[src/rtl/bp_fe_fetch_buffer.sv]
// bp_fe_fetch_buffer
//   In-order landing buffer between bp_fe_icache and the decode/issue queue.
//   One slot is allocated per fetch issued to the I$; the returned
//   instruction (or miss) is captured into that slot. The head slot is shown
//   to the consumer with its PC. Issue credit is granted only while a free
//   slot exists. Redirect flushes are handled while fetches are in flight.
//
//   Optional feature: define BP_FE_FETCH_BUFFER_PERF_EN to add the
//   saturating drop_cnt_o / miss_cnt_o performance counters.
//
// Handshakes:
//   fetch_v_i/credit_o : credit_o is a function of registered state only.
//                        fetch_v_i may be high only while credit_o is high;
//                        a fetch offered without credit is dropped.
//   v_o/yumi_i         : v_o never depends on yumi_i. yumi_i may be high only
//                        while v_o is high and means the head is consumed at
//                        this clock edge. yumi_i is ignored during flush_i.
//
// Slot lifecycle: EMPTY -> PEND (issue) -> READY (hit) | DEAD (miss/doomed)
//                 READY -> EMPTY (yumi), DEAD -> EMPTY (auto-free at head).
// Pointer regions: [rptr, fptr) resolved (READY/DEAD), [fptr, wptr) PEND.
module bp_fe_fetch_buffer #(
    parameter int vaddr_width_p = 39,
    parameter int instr_width_p = 32,
    parameter int els_p         = 8
) (
    input  logic                     clk_i,
    input  logic                     reset_i,
    input  logic                     flush_i,
    input  logic                     fetch_v_i,
    input  logic [vaddr_width_p-1:0] fetch_vaddr_i,
    output logic                     credit_o,
    input  logic [instr_width_p-1:0] icache_data_i,
    input  logic                     icache_data_v_i,
    input  logic                     icache_miss_i,
    output logic [instr_width_p-1:0] instr_o,
    output logic [vaddr_width_p-1:0] pc_o,
    output logic                     v_o,
`ifdef BP_FE_FETCH_BUFFER_PERF_EN
    output logic [31:0]              drop_cnt_o,
    output logic [31:0]              miss_cnt_o,
`endif
    input  logic                     yumi_i
);

    localparam int idx_w = $clog2(els_p);
    localparam int ptr_w = idx_w + 1;

    typedef enum logic [1:0] {
        SLOT_EMPTY = 2'd0,
        SLOT_PEND  = 2'd1,
        SLOT_READY = 2'd2,
        SLOT_DEAD  = 2'd3
    } slot_state_e;

    // Slot storage
    slot_state_e              state_r [els_p];
    logic [els_p-1:0]         doom_r;
    logic [vaddr_width_p-1:0] vaddr_r [els_p];
    logic [instr_width_p-1:0] instr_r [els_p];

    // Pointers carry a wrap bit so full and empty are distinguishable
    logic [ptr_w-1:0] wptr_r, fptr_r, rptr_r;
    logic [ptr_w-1:0] wptr_n, fptr_n, rptr_n;
    logic [ptr_w-1:0] count;
    logic [idx_w-1:0] widx, fidx, ridx;

    slot_state_e head_state;
    logic        issue_v;
    logic        resolve_v;
    logic        resolve_ready;
    logic        auto_free;
    logic        pop;

    // Decode occupancy, credit, resolve outcome and head status from registered state
    always_comb begin
        widx          = wptr_r[idx_w-1:0];
        fidx          = fptr_r[idx_w-1:0];
        ridx          = rptr_r[idx_w-1:0];
        count         = wptr_r - rptr_r;
        credit_o      = (count != ptr_w'(els_p));
        issue_v       = fetch_v_i & credit_o;
        // A resolve with nothing outstanding is an upstream error and is ignored
        resolve_v     = (icache_data_v_i | icache_miss_i) & (fptr_r != wptr_r);
        // data_v together with miss is illegal; it is treated as a miss
        resolve_ready = resolve_v & icache_data_v_i & ~icache_miss_i & ~doom_r[fidx];
        head_state    = state_r[ridx];
        v_o           = (head_state == SLOT_READY);
        auto_free     = (head_state == SLOT_DEAD);
        // A flush moves rptr wholesale, so no single-slot pop happens then
        pop           = ~flush_i & ((v_o & yumi_i) | auto_free);
    end

    // Next pointer values; a flush frees everything already resolved, including this cycle's resolve
    always_comb begin
        wptr_n = wptr_r + ptr_w'(issue_v);
        fptr_n = fptr_r + ptr_w'(resolve_v);
        rptr_n = flush_i ? fptr_n : (rptr_r + ptr_w'(pop));
    end

    // Head outputs are zero whenever the head is not valid
    always_comb begin
        instr_o = v_o ? instr_r[ridx] : '0;
        pc_o    = v_o ? vaddr_r[ridx] : '0;
    end

    // Pointer registers
    always_ff @(posedge clk_i) begin
        if (reset_i) begin
            wptr_r <= '0;
            fptr_r <= '0;
            rptr_r <= '0;
        end else begin
            wptr_r <= wptr_n;
            fptr_r <= fptr_n;
            rptr_r <= rptr_n;
        end
    end

    // Per-slot state and doom bit updates
    always_ff @(posedge clk_i) begin
        if (reset_i) begin
            for (int i = 0; i < els_p; i++) begin
                state_r[i] <= SLOT_EMPTY;
                doom_r[i]  <= 1'b0;
            end
        end else begin
            for (int i = 0; i < els_p; i++) begin
                if (flush_i) begin
                    if ((state_r[i] == SLOT_READY) || (state_r[i] == SLOT_DEAD)) begin
                        state_r[i] <= SLOT_EMPTY;
                    end else if (state_r[i] == SLOT_PEND) begin
                        if (resolve_v && (fidx == idx_w'(i))) begin
                            // Resolved in the flush cycle: discarded and freed
                            state_r[i] <= SLOT_EMPTY;
                        end else begin
                            // Still in flight: its result must never reach the consumer
                            doom_r[i] <= 1'b1;
                        end
                    end
                end else begin
                    if (resolve_v && (fidx == idx_w'(i))) begin
                        state_r[i] <= resolve_ready ? SLOT_READY : SLOT_DEAD;
                    end
                    if (pop && (ridx == idx_w'(i))) begin
                        state_r[i] <= SLOT_EMPTY;
                    end
                end
                // A fetch in the flush cycle belongs to the new stream
                if (issue_v && (widx == idx_w'(i))) begin
                    state_r[i] <= SLOT_PEND;
                    doom_r[i]  <= 1'b0;
                end
            end
        end
    end

    // Slot payload capture; contents are don't-care until the slot state says otherwise
    always_ff @(posedge clk_i) begin
        if (issue_v) begin
            vaddr_r[widx] <= fetch_vaddr_i;
        end
        if (resolve_ready && !flush_i) begin
            instr_r[fidx] <= icache_data_i;
        end
    end

`ifdef BP_FE_FETCH_BUFFER_PERF_EN
    logic [31:0] drop_inc;
    logic [32:0] drop_sum;
    logic [32:0] miss_sum;

    // Slots discarded this cycle: READY slots plus any resolve swept by a flush, or a doomed resolve
    always_comb begin
        drop_inc = '0;
        if (flush_i) begin
            for (int i = 0; i < els_p; i++) begin
                if (state_r[i] == SLOT_READY) begin
                    drop_inc = drop_inc + 32'd1;
                end
            end
            if (resolve_v) begin
                drop_inc = drop_inc + 32'd1;
            end
        end else if (resolve_v && doom_r[fidx]) begin
            drop_inc = drop_inc + 32'd1;
        end
        drop_sum = {1'b0, drop_cnt_o} + {1'b0, drop_inc};
        miss_sum = {1'b0, miss_cnt_o} + 33'(resolve_v & icache_miss_i);
    end

    // Saturating performance counters
    always_ff @(posedge clk_i) begin
        if (reset_i) begin
            drop_cnt_o <= '0;
            miss_cnt_o <= '0;
        end else begin
            drop_cnt_o <= drop_sum[32] ? 32'hFFFF_FFFF : drop_sum[31:0];
            miss_cnt_o <= miss_sum[32] ? 32'hFFFF_FFFF : miss_sum[31:0];
        end
    end
`endif

endmodule

[config.mk]
export PLATFORM = sky130hd
export DESIGN_NAME = bp_fe_fetch_buffer
export DESIGN_NICKNAME = d
export VERILOG_FILES = /design/src/rtl/bp_fe_fetch_buffer.sv
export SDC_FILE = /design/constraint.sdc
export NUM_CORES = 1
export LEC_CHECK = 0
export BUFFER_PORTS_ARGS = -buffer_cell sky130_fd_sc_hd__buf_2
export CAP_MARGIN = 25
export CORE_MARGIN = 3
export CORE_UTILIZATION = 55
export CTS_CLUSTER_SIZE = 24
export DETAILED_ROUTE_END_ITERATION = 10
export HOLD_SLACK_MARGIN = 0.08
export PLACE_DENSITY = 0.82
export SYNTH_ARGS = -nofsm -noshare
export SYNTH_HDL_FRONTEND = slang
export SYNTH_SLANG_ARGS = --single-unit
export TNS_END_PERCENT = 30
[constraint.sdc]
create_clock -name clk_i -period 14.65 [get_ports clk_i]
set_clock_uncertainty 0.05 [all_clocks]
set_input_delay 2.93 -clock clk_i [delete_from_list [all_inputs] [get_ports clk_i]]
set_output_delay 2.93 -clock clk_i [all_outputs]
set_load 0.01 [all_outputs]
Word-level counts from Yosys, hierarchy flattened
Memory sizes are Yosys's and may differ from the RTL's. A register that Yosys moved wholly into a read port is not among the register bits.
Index checks and enable logic that the tools add are counted.
{ "totals": {"regBits": 20, "n_memories": 3, "out_inout_bits": 73, "elab_cells": 404, "romBits": 0, "in_bits": 78, "ramBits": 584, "latchBits": 0} }
{ "classes": {"div_mod_pow": 0, "n_mul": 0, "addsub": 4, "n_eq_ne": 49, "bitwise": 68, "n_mux": 215, "n_reduce_logical": 53, "order_cmp": 1, "shifts": 0} }
{ "memory_table": {"columns": ["memory", "words", "word_bits", "rd", "rd_ports_with_merged_regs", "wr", "line", "text"], "rows": [
  ["vaddr_r", 8, 39, 1, 1, 1, "59", "logic [vaddr_width_p-1:0] vaddr_r [els_p];"],
  ["instr_r", 8, 32, 1, 1, 1, "60", "logic [instr_width_p-1:0] instr_r [els_p];"],
  ["state_r", 8, 2, 9, 1, 8, "57", "slot_state_e state_r [els_p];"]
]} }
{ "ops": {"columns": ["op", "n"], "rows": [
  ["1-bit two-way mux", 168],
  ["2-bit two-way mux", 40],
  ["1-bit bitwise OR", 42],
  ["39-bit two-way mux", 1],
  ["2-bit equality test, second input constant", 18],
  ["3-bit equality test, second input constant", 12],
  ["32-bit two-way mux", 1],
  ["4-bit AND reduction", 8],
  ["1-bit logical AND", 25],
  ["1-bit NOT", 19],
  ["3-bit by 2-bit equality test with 1-bit output, second input constant", 6],
  ["2-bit by 1-bit equality test with 1-bit output, second input constant", 8],
  ["2-bit OR reduction", 8],
  ["4-bit by 1-bit adder with 4-bit output", 3],
  ["3-bit by 1-bit equality test with 1-bit output, second input constant", 3],
  ["3-bit zero test", 3],
  ["3-bit two-way mux", 3],
  ["1-bit logical OR", 8],
  ["1-bit bitwise AND", 7],
  ["3-bit by 4-bit < comparator with 1-bit output, second input constant", 1],
  ["4-bit two-way mux", 1],
  ["4-bit != test", 1],
  ["4-bit != test, second input constant", 1],
  ["4-bit subtractor", 1],
  ["2 further kinds", 2]
]} }

Logic depth before layout (Yosys ltp)
Gate-level depths: netlist of the first run.
{ "logic_depth": {"depth_word": 13, "ltp_mapped": 14, "mapped_depth_nobuf": 11} }

Least setup slack after synthesis of the first run
OpenSTA, ideal clock, no wires.
{ "synth_timing": {"path_kind": "input port to flip-flop", "startpoint": "input fetch_v_i", "endpoint": "memory state_r[4][0] (netlist name), enable pin", "setup_time_ps": 309, "path_buffers": 0, "path_stages": 3, "setup_slack_ps": 6839, "arrival_ps": 7452, "t_required_ps": 14291, "path_cell_list": "nand2_1 -> nor4_1 -> or4_1"} }
{ "synth_rtl": {"columns": ["item", "line", "text"], "rows": [
  ["start: declaration", "30", "input logic fetch_v_i,"],
  ["end: declaration", "57", null]
]} }

==> flow_summary.json, run 1 <==
{
  "worst_setup_path_start_kind": "flop",
  "io-pin-count": 151,
  "cts.path.max_buffers": 3,
  "die_h_um": 214,
  "cts_buffers": 56,
  "route.detailed.wl_per_inst_um": 25.0,
  "io_buffer_count": 150,
  "final_nets": 1518,
  "power_density_nw_per_um2": 164,
  "hold_path_depth": 2,
  "synth_edf_count": 584,
  "fmax_ghz": 0.126,
  "max_cap_viol_count": 0,
  "placed_cells_incl_taps": 1948,
  "tightestPinTransition_ps": 918,
  "dr.first_iter.drc_count": 1304,
  "final_routed_wirelength_across_all_metal_layers_um": 51600,
  "vias_cell": 6.08,
  "overflow": 0,
  "cts_tree": "yes",
  "ir_drop_worst_vdd_uv": 102,
  "most_area_consuming_cells_after_synthesis": "sky130_fd_sc_hd__edfxtp_1 74%, sky130_fd_sc_hd__mux4_2 13%, sky130_fd_sc_hd__nand2_1 2.7%",
  "timing_hold_violations_final": 0,
  "grt_use_total_pct": 22.9,
  "drc_errors": 0,
  "final_period_minus_worst_setup_slack_ps": 7970,
  "critPathArrivalTime_ps": 4990,
  "worstHoldPathType": "reg -> reg",
  "yosys.area.top_type": "sky130_fd_sc_hd__edfxtp_1",
  "post_synth_inst_count": 1266,
  "r2r-end": "state_r[1][1]$_SDFFCE_PP0P_",
  "die_area_um2": 45800,
  "stdcell_count": 2061,
  "finalWeightedCongestion": 0.797,
  "antenna_violating_nets_post_route": 0,
  "setup_viol": 0,
  "rsz0062_at_grt": "no",
  "die_w_um": 214,
  "synthMostInstantiatedCell": "sky130_fd_sc_hd__edfxtp_1",
  "area_growth_from_synthesis_to_final_layout_pct": 14.8,
  "critPathRequiredTime_ps": 11670,
  "core_um2": 42300,
  "rr_startpoint": "rptr_r[0]$_SDFF_PP0_",
  "vias_in_the_first_global_route": 13400,
  "fin_tns_setup_ps": 0,
  "max-slew-margin-rel_pct": 38.8,
  "grt_max_degree": 73,
  "mappedNetlistNets": 1353,
  "clk_pin_slew_worst_paths_ps": 70,
  "antenna_found_initial": 11,
  "final_layout_size_suffix_gt1_share_pct": 29.5,
  "grt_first_pass_wirelength_um": 80400,
  "synth-main-ff-cell": "sky130_fd_sc_hd__edfxtp_1",
  "crit_path_end_kind": "primary output",
  "timing.critical_path.fanout_max": 45,
  "ys_warn_count": 0,
  "finalMaxSlewViolations": 0,
  "cts_max_level": 2,
  "cts.sinks": 604,
  "placement_rows": 75,
  "clk_root_buffer_cell": "sky130_fd_sc_hd__clkbuf_16",
  "p_leak_nw": 8.97,
  "worst_hold_path.endpoint": "doom_r[4]$_SDFFE_PP0P_",
  "reg2reg_depth": 11,
  "synth.avg_cell_area_um2": 18.8,
  "fin_crit_sh_pct": 54.4,
  "clkLatencyLatePin_ps": 580,
  "synth.yosys.seq_area_share_pct": 75.4,
  "timing.setup.critical_path_class": "reg -> out",
  "synth.distinct_cells": 48,
  "synth-async-reset-ratio_pct": 0,
  "post_synth_instance_area_um2": 23800,
  "start_util_pct": 56.2,
  "vias": 12500,
  "synth_seq_cells": 604,
  "ys_top_cells_by_count": "584 x sky130_fd_sc_hd__edfxtp_1, 171 x sky130_fd_sc_hd__nand2_1, 142 x sky130_fd_sc_hd__mux4_2",
  "drtPass1Iterations": 5,
  "dp.final_hpwl_um": 27500,
  "cts-hold-fix-buffers": 0,
  "run_status": "completed",
  "yosys.area.top_type_share_pct": 73.7,
  "ff2ff_setup_slack_ps": 9020,
  "hp-start": "doom_r[4]$_SDFFE_PP0P_",
  "cts-resized-gates": 0,
  "cts_post_setup_buffers_inserted": 0
}
per-stage QoR:
stage / hold slack (ps) / area, um^2 / setup slack, ps / power, W / utilization, %
floorplan: 428 / 23800 / 6840 / 0.00268 / -
finish: 471 / 27300 / 6680 / 0.00446 / 64.5
CTS: 463 / 27200 / 6350 / 0.00448 / 64.3
global route: 503 / 27300 / 6280 / 0.00464 / 64.5
detailed placement: 449 / 25300 / 6960 / 0.00297 / 59.8
global placement: 441 / 25300 / 7140 / 0.00295 / 59.7
layout make-up:
cell class              count  area, um^2
flip-flops and latches    604       17900
fillers                  2729       15000
multi-input cells         582        5630
clock buffers              65        1460
repair buffers            179        1010
well taps                 577         722
clock inverters            37         464
inverters                   8        31.3
diodes                      9        22.5
cell usage in the layout, fill, tap and decap left out, types with 5 or more instances in the layout:
cell type / instances
sky130_fd_sc_hd__clkbuf_16: 57
sky130_fd_sc_hd__clkinvlp_4: 5
sky130_fd_sc_hd__buf_4: 25
sky130_fd_sc_hd__clkbuf_1: 8
sky130_fd_sc_hd__nor2_4: 9
sky130_fd_sc_hd__diode_2: 9
sky130_fd_sc_hd__clkinv_1: 12
sky130_fd_sc_hd__mux2i_1: 6
sky130_fd_sc_hd__o21ai_0: 9
sky130_fd_sc_hd__nor3_2: 5
sky130_fd_sc_hd__or2_2: 6
sky130_fd_sc_hd__inv_1: 7
sky130_fd_sc_hd__or4_1: 7
sky130_fd_sc_hd__xnor2_1: 5
sky130_fd_sc_hd__nor2_1: 29
sky130_fd_sc_hd__nor4_1: 7
sky130_fd_sc_hd__nor2b_1: 14
sky130_fd_sc_hd__dfxtp_1: 17
sky130_fd_sc_hd__nand2_1: 170
sky130_fd_sc_hd__mux4_2: 142
sky130_fd_sc_hd__bufinv_16: 11
sky130_fd_sc_hd__nor3_1: 12
sky130_fd_sc_hd__edfxtp_1: 584
sky130_fd_sc_hd__buf_2: 150
sky130_fd_sc_hd__or3_1: 5
sky130_fd_sc_hd__nand3_1: 10
sky130_fd_sc_hd__a21oi_1: 82
sky130_fd_sc_hd__xor2_1: 7
sky130_fd_sc_hd__clkinv_2: 9
sky130_fd_sc_hd__ha_1: 9
state kept, by name, summed over array words and instances (netlist names):
register  flops
fptr_r        4
state_r      16
rptr_r        4
instr_r     256
wptr_r        4
vaddr_r     312
doom_r        8
power breakdown:
group	total, W	internal [W]	switching [W]
clock	0.00151	0.000904	0.000610
combinational	0.000848	0.000369	0.000479
sequential	0.00210	0.00202	0.0000802
worst max-delay path by stage:
stage / endpoint / startpoint / slack [ps] / cells after the start
after floorplan: state_r[4][0]$_SDFFCE_PN0P_ / fetch_v_i / 6840 / 3
after global placement: instr_o[30] / rptr_r[0]$_SDFF_PP0_ / 7140 / 9
after detailed placement: instr_o[25] / rptr_r[0]$_SDFF_PP0_ / 6960 / 9
after CTS: instr_o[27] / rptr_r[0]$_SDFF_PP0_ / 6350 / 9
after global routing: pc_o[37] / rptr_r[0]$_SDFF_PP0_ / 6280 / 10
final: instr_o[27] / rptr_r[0]$_SDFF_PP0_ / 6680 / 10
worst max-delay path, stage by stage (launching register included):
cell,delay (ps)
sky130_fd_sc_hd__dfxtp_4,940
sky130_fd_sc_hd__buf_4,610
sky130_fd_sc_hd__buf_4,640
sky130_fd_sc_hd__nor2b_1,130
sky130_fd_sc_hd__a2111oi_0,450
sky130_fd_sc_hd__a311oi_1,180
sky130_fd_sc_hd__nand2_1,210
sky130_fd_sc_hd__nand2_4,280
sky130_fd_sc_hd__buf_12,320
sky130_fd_sc_hd__a21oi_1,300
sky130_fd_sc_hd__buf_2,200
logic make-up (layout without fill, tap and decap cells):
kind of cell,count (synthesis),in the layout,share of synthesized area (%)
muxes,152,152,14.0
other,0,9,0
AOI/OAI and AO/OA,114,114,2.70
DFF,604,604,75.4
buffers and inverters,80,289,1.35
and+or+nand+nor,295,295,5.58
xor gates and xnor gates,12,12,0.442
adders and majority gates,9,9,0.474
metal layers:
metal | routed length [um] | vias to the layer above | track usage, %
li1 | - | 5405 | -
met4 | 1630 | 6 | 9.87
met5 | 43 | - | 0
met3 | 3330 | 131 | 4.03
met1 | 20900 | 6438 | 31.6
met2 | 25700 | 546 | 36.9
Power figures use the tool's default switching activity.
==> run 2: changes to the inputs <==
--- a/config.mk
+++ b/config.mk
@@ -5,6 +5,7 @@
 export SDC_FILE = /design/constraint.sdc
 export NUM_CORES = 1
 export LEC_CHECK = 0
+export ABC_AREA = 1
 export BUFFER_PORTS_ARGS = -buffer_cell sky130_fd_sc_hd__buf_2
 export CAP_MARGIN = 25
 export CORE_MARGIN = 3
==> constraint.sdc (replaced) <==
create_clock -name clk_i -period 8.3 [get_ports clk_i]
set_clock_uncertainty 0.05 [all_clocks]
set_input_delay 1.66 -clock clk_i [delete_from_list [all_inputs] [get_ports clk_i]]
set_output_delay 1.66 -clock clk_i [all_outputs]
set_load 0.01 [all_outputs]
==> run 2 against run 1 <==
Compared with the run above: die area about the same; core utilization down 0.86 points; synthesized area about the same; flip-flop and latch count unchanged; first-iteration DRC count up 25%; largest power group unchanged; worst hold slack worse by 65 ps; sequential power up 73%; non-clock buffer count down 4; sequential share of layout area up 0.85 points.
==> flow_summary.json, run 2 <==
{
  "run_status": "completed",
  "cts.path.max_buffers": 3,
  "reg2reg_depth": 9,
  "ir_drop_worst_vdd_uv": 232,
  "max-slew-margin-rel_pct": 30.3,
  "antenna_found_initial": 8,
  "stdcell_count": 2398,
  "finalMaxSlewViolations": 0,
  "timing_hold_violations_final": 0,
  "fin_tns_setup_ps": 0,
  "worstHoldPathType": "reg -> reg",
  "multi_input_area_um2": 5220,
  "grt_first_pass_wirelength_um": 85300,
  "cts-resized-gates": 0,
  "mappedNetlistNets": 1716,
  "final_layout_size_suffix_gt1_share_pct": 22.6,
  "synth-async-reset-ratio_pct": 0,
  "hold_path_depth": 2,
  "clkLatencyLatePin_ps": 610,
  "grt_max_degree": 142,
  "r2r-end": "vaddr_r[5][35]$_DFFE_PP_",
  "final_nets": 1855,
  "cts_post_setup_buffers_inserted": 0,
  "io-pin-count": 151,
  "cts-hold-fix-buffers": 0,
  "fmax_ghz": 0.171,
  "max_flop_register": "vaddr_r",
  "setup_viol": 0,
  "synth_seq_cells": 604,
  "drtPass1Iterations": 6,
  "critPathArrivalTime_ps": 4130,
  "timing.setup.critical_path_class": "reg -> out",
  "worst_hold_path.endpoint": "doom_r[4]$_SDFFE_PP0P_",
  "cts.sinks": 604,
  "final_period_minus_worst_setup_slack_ps": 5840,
  "worst_hold_slack_ps": 406,
  "die_area_um2": 45700,
  "clk_root_buffer_cell": "sky130_fd_sc_hd__clkbuf_16",
  "die_w_um": 214,
  "synth-main-ff-cell": "sky130_fd_sc_hd__edfxtp_1",
  "post_synth_inst_count": 1629,
  "fin_crit_sh_pct": 70.3,
  "dpl_worst_slack_ps": 3190,
  "rr_startpoint": "rptr_r[2]$_SDFF_PP0_",
  "yosys.area.top_type": "sky130_fd_sc_hd__edfxtp_1",
  "cts_buffers": 56,
  "critPathRequiredTime_ps": 6590,
  "synthMostInstantiatedCell": "sky130_fd_sc_hd__edfxtp_1",
  "post_synth_instance_area_um2": 23800,
  "io_buffer_count": 150,
  "clk_pin_slew_worst_paths_ps": 70,
  "synth.distinct_cells": 36,
  "route.detailed.wl_per_inst_um": 23.5,
  "total_power_w": 0.00789,
  "finalWeightedCongestion": 0.912,
  "synth_edf_count": 584,
  "vias_in_the_first_global_route": 14800,
  "placed_cells_incl_taps": 2287,
  "cts_tree": "yes",
  "crit_path_end_kind": "primary output",
  "final_routed_wirelength_across_all_metal_layers_um": 56300,
  "tightestPinTransition_ps": 1050,
  "num-fill-cells": 2853,
  "ys_warn_count": 0,
  "cts_max_level": 2,
  "area_growth_from_synthesis_to_final_layout_pct": 13.3,
  "die_h_um": 214,
  "most_common_cell_after_layout_fill_and_taps_aside": "sky130_fd_sc_hd__edfxtp_1",
  "antenna_violating_nets_post_route": 0,
  "largest_register_ffs": 312,
  "layout_common_cells": "584 x sky130_fd_sc_hd__edfxtp_1, 156 x sky130_fd_sc_hd__o21ai_0, 150 x sky130_fd_sc_hd__buf_2, 140 x sky130_fd_sc_hd__o221ai_1, 132 x sky130_fd_sc_hd__nor2_1",
  "drc_errors": 0,
  "hp-start": "doom_r[4]$_SDFFE_PP0P_",
  "vias": 14800,
  "dp.final_hpwl_um": 30200,
  "max_cap_viol_count": 0,
  "grt_use_total_pct": 24.6,
  "sequential_cell_area_um2": 17900,
  "synth.yosys.seq_area_share_pct": 75.5,
  "overflow": 0,
  "rsz0062_at_grt": "no",
  "placement_rows": 75,
  "synth.avg_cell_area_um2": 14.6,
  "p_leak_nw": 9.02,
  "most_area_consuming_cells_after_synthesis": "sky130_fd_sc_hd__edfxtp_1 74%, sky130_fd_sc_hd__o221ai_1 5.2%, sky130_fd_sc_hd__o21ai_0 3.3%",
  "ff2ff_setup_slack_ps": 4780,
  "power_density_nw_per_um2": 293,
  "largestRegisters": "vaddr_r x312, instr_r x256, state_r x16",
  "start_util_pct": 56.2,
  "dr.first_iter.drc_count": 1624,
  "core_um2": 42300,
  "timing.critical_path.fanout_max": 80,
  "ys_top_cells_by_count": "584 x sky130_fd_sc_hd__edfxtp_1, 156 x sky130_fd_sc_hd__o21ai_0, 140 x sky130_fd_sc_hd__o221ai_1",
  "yosys.area.top_type_share_pct": 73.8,
  "layout_setup_ws_ps": 2460,
  "worst_setup_path_start_kind": "flop",
  "vias_cell": 6.16
}
-- run 2: changes by cell type after synthesis, sizes merged, moves of 66 or more --
| cell | change |
|---|---|
| mux4 | -144 |
| or2 | +135 |
| nor2 | +96 |
| o21ai | +148 |
| a21oi | -66 |
| o221ai | +140 |
| o22a | +69 |
-- run 2: metal layers --
metal,global-route usage [%],up-vias,wire length (um)
li1,-,6529,-
met1,33.3,7279,21800
met2,39.8,831,27300
met3,5.22,136,5460
met4,9.25,8,1680
met5,0,-,50
-- run 2: cells by family after synthesis --
logic type | share of synthesized area, %
flops | 75.5
simple gates | 9.27
compound gates | 11.6
buf+inv | 2.91
fa+ha+maj | 0.474
xor+xnor | 0.258
-- run 2: power by group --
group	switching, W	internal (W)	leakage, nW	total, W
sequential	0.0000777	0.00355	5.46	0.00363
combinational	0.00119	0.000568	2.67	0.00176
clock	0.00110	0.00139	0.879	0.00249
total	0.00237	0.00551	9.02	0.00789
-- run 2: worst max-delay path by stage --
stage                         startpoint                 endpoint  slack (ps)  cells after the start
finish              rptr_r[0]$_SDFF_PP0_               instr_o[7]        2460                      7
global route        rptr_r[0]$_SDFF_PP0_               instr_o[7]        2260                      7
CTS                 rptr_r[0]$_SDFF_PP0_               instr_o[7]        2520                      7
detailed placement  rptr_r[0]$_SDFF_PP0_               instr_o[7]        3190                      7
global placement    rptr_r[0]$_SDFF_PP0_               instr_o[5]        3230                      7
floorplan                  icache_miss_i  instr_r[0][0]$_DFFE_PP_        3410                      4
-- run 2: area by class of cell --
type	instances	share of cell area (%)
timing repair buffer	175	3.65
tap	577	2.68
clock buffer	65	5.41
antenna	5	0.0465
clock inverter	41	1.28
inverter	66	0.920
multi-input combinational	865	19.4
sequential	604	66.6
-- run 2: through the flow --
stage	util (%)	cell area, um^2
after floorplan	-	23800
after global routing	63.6	26900
after CTS	63.6	26900
after detailed placement	59.3	25100
after global placement	59.1	25000
final	63.6	26900
-- run 2: critical path, cell delays in order, from the launching register on --
cell                       delay, ps
sky130_fd_sc_hd__dfxtp_1         780
sky130_fd_sc_hd__inv_2           210
sky130_fd_sc_hd__nand2_4         660
sky130_fd_sc_hd__buf_4           880
sky130_fd_sc_hd__o221ai_1        270
sky130_fd_sc_hd__o22a_1          270
sky130_fd_sc_hd__nor2_1          160
sky130_fd_sc_hd__buf_2           180
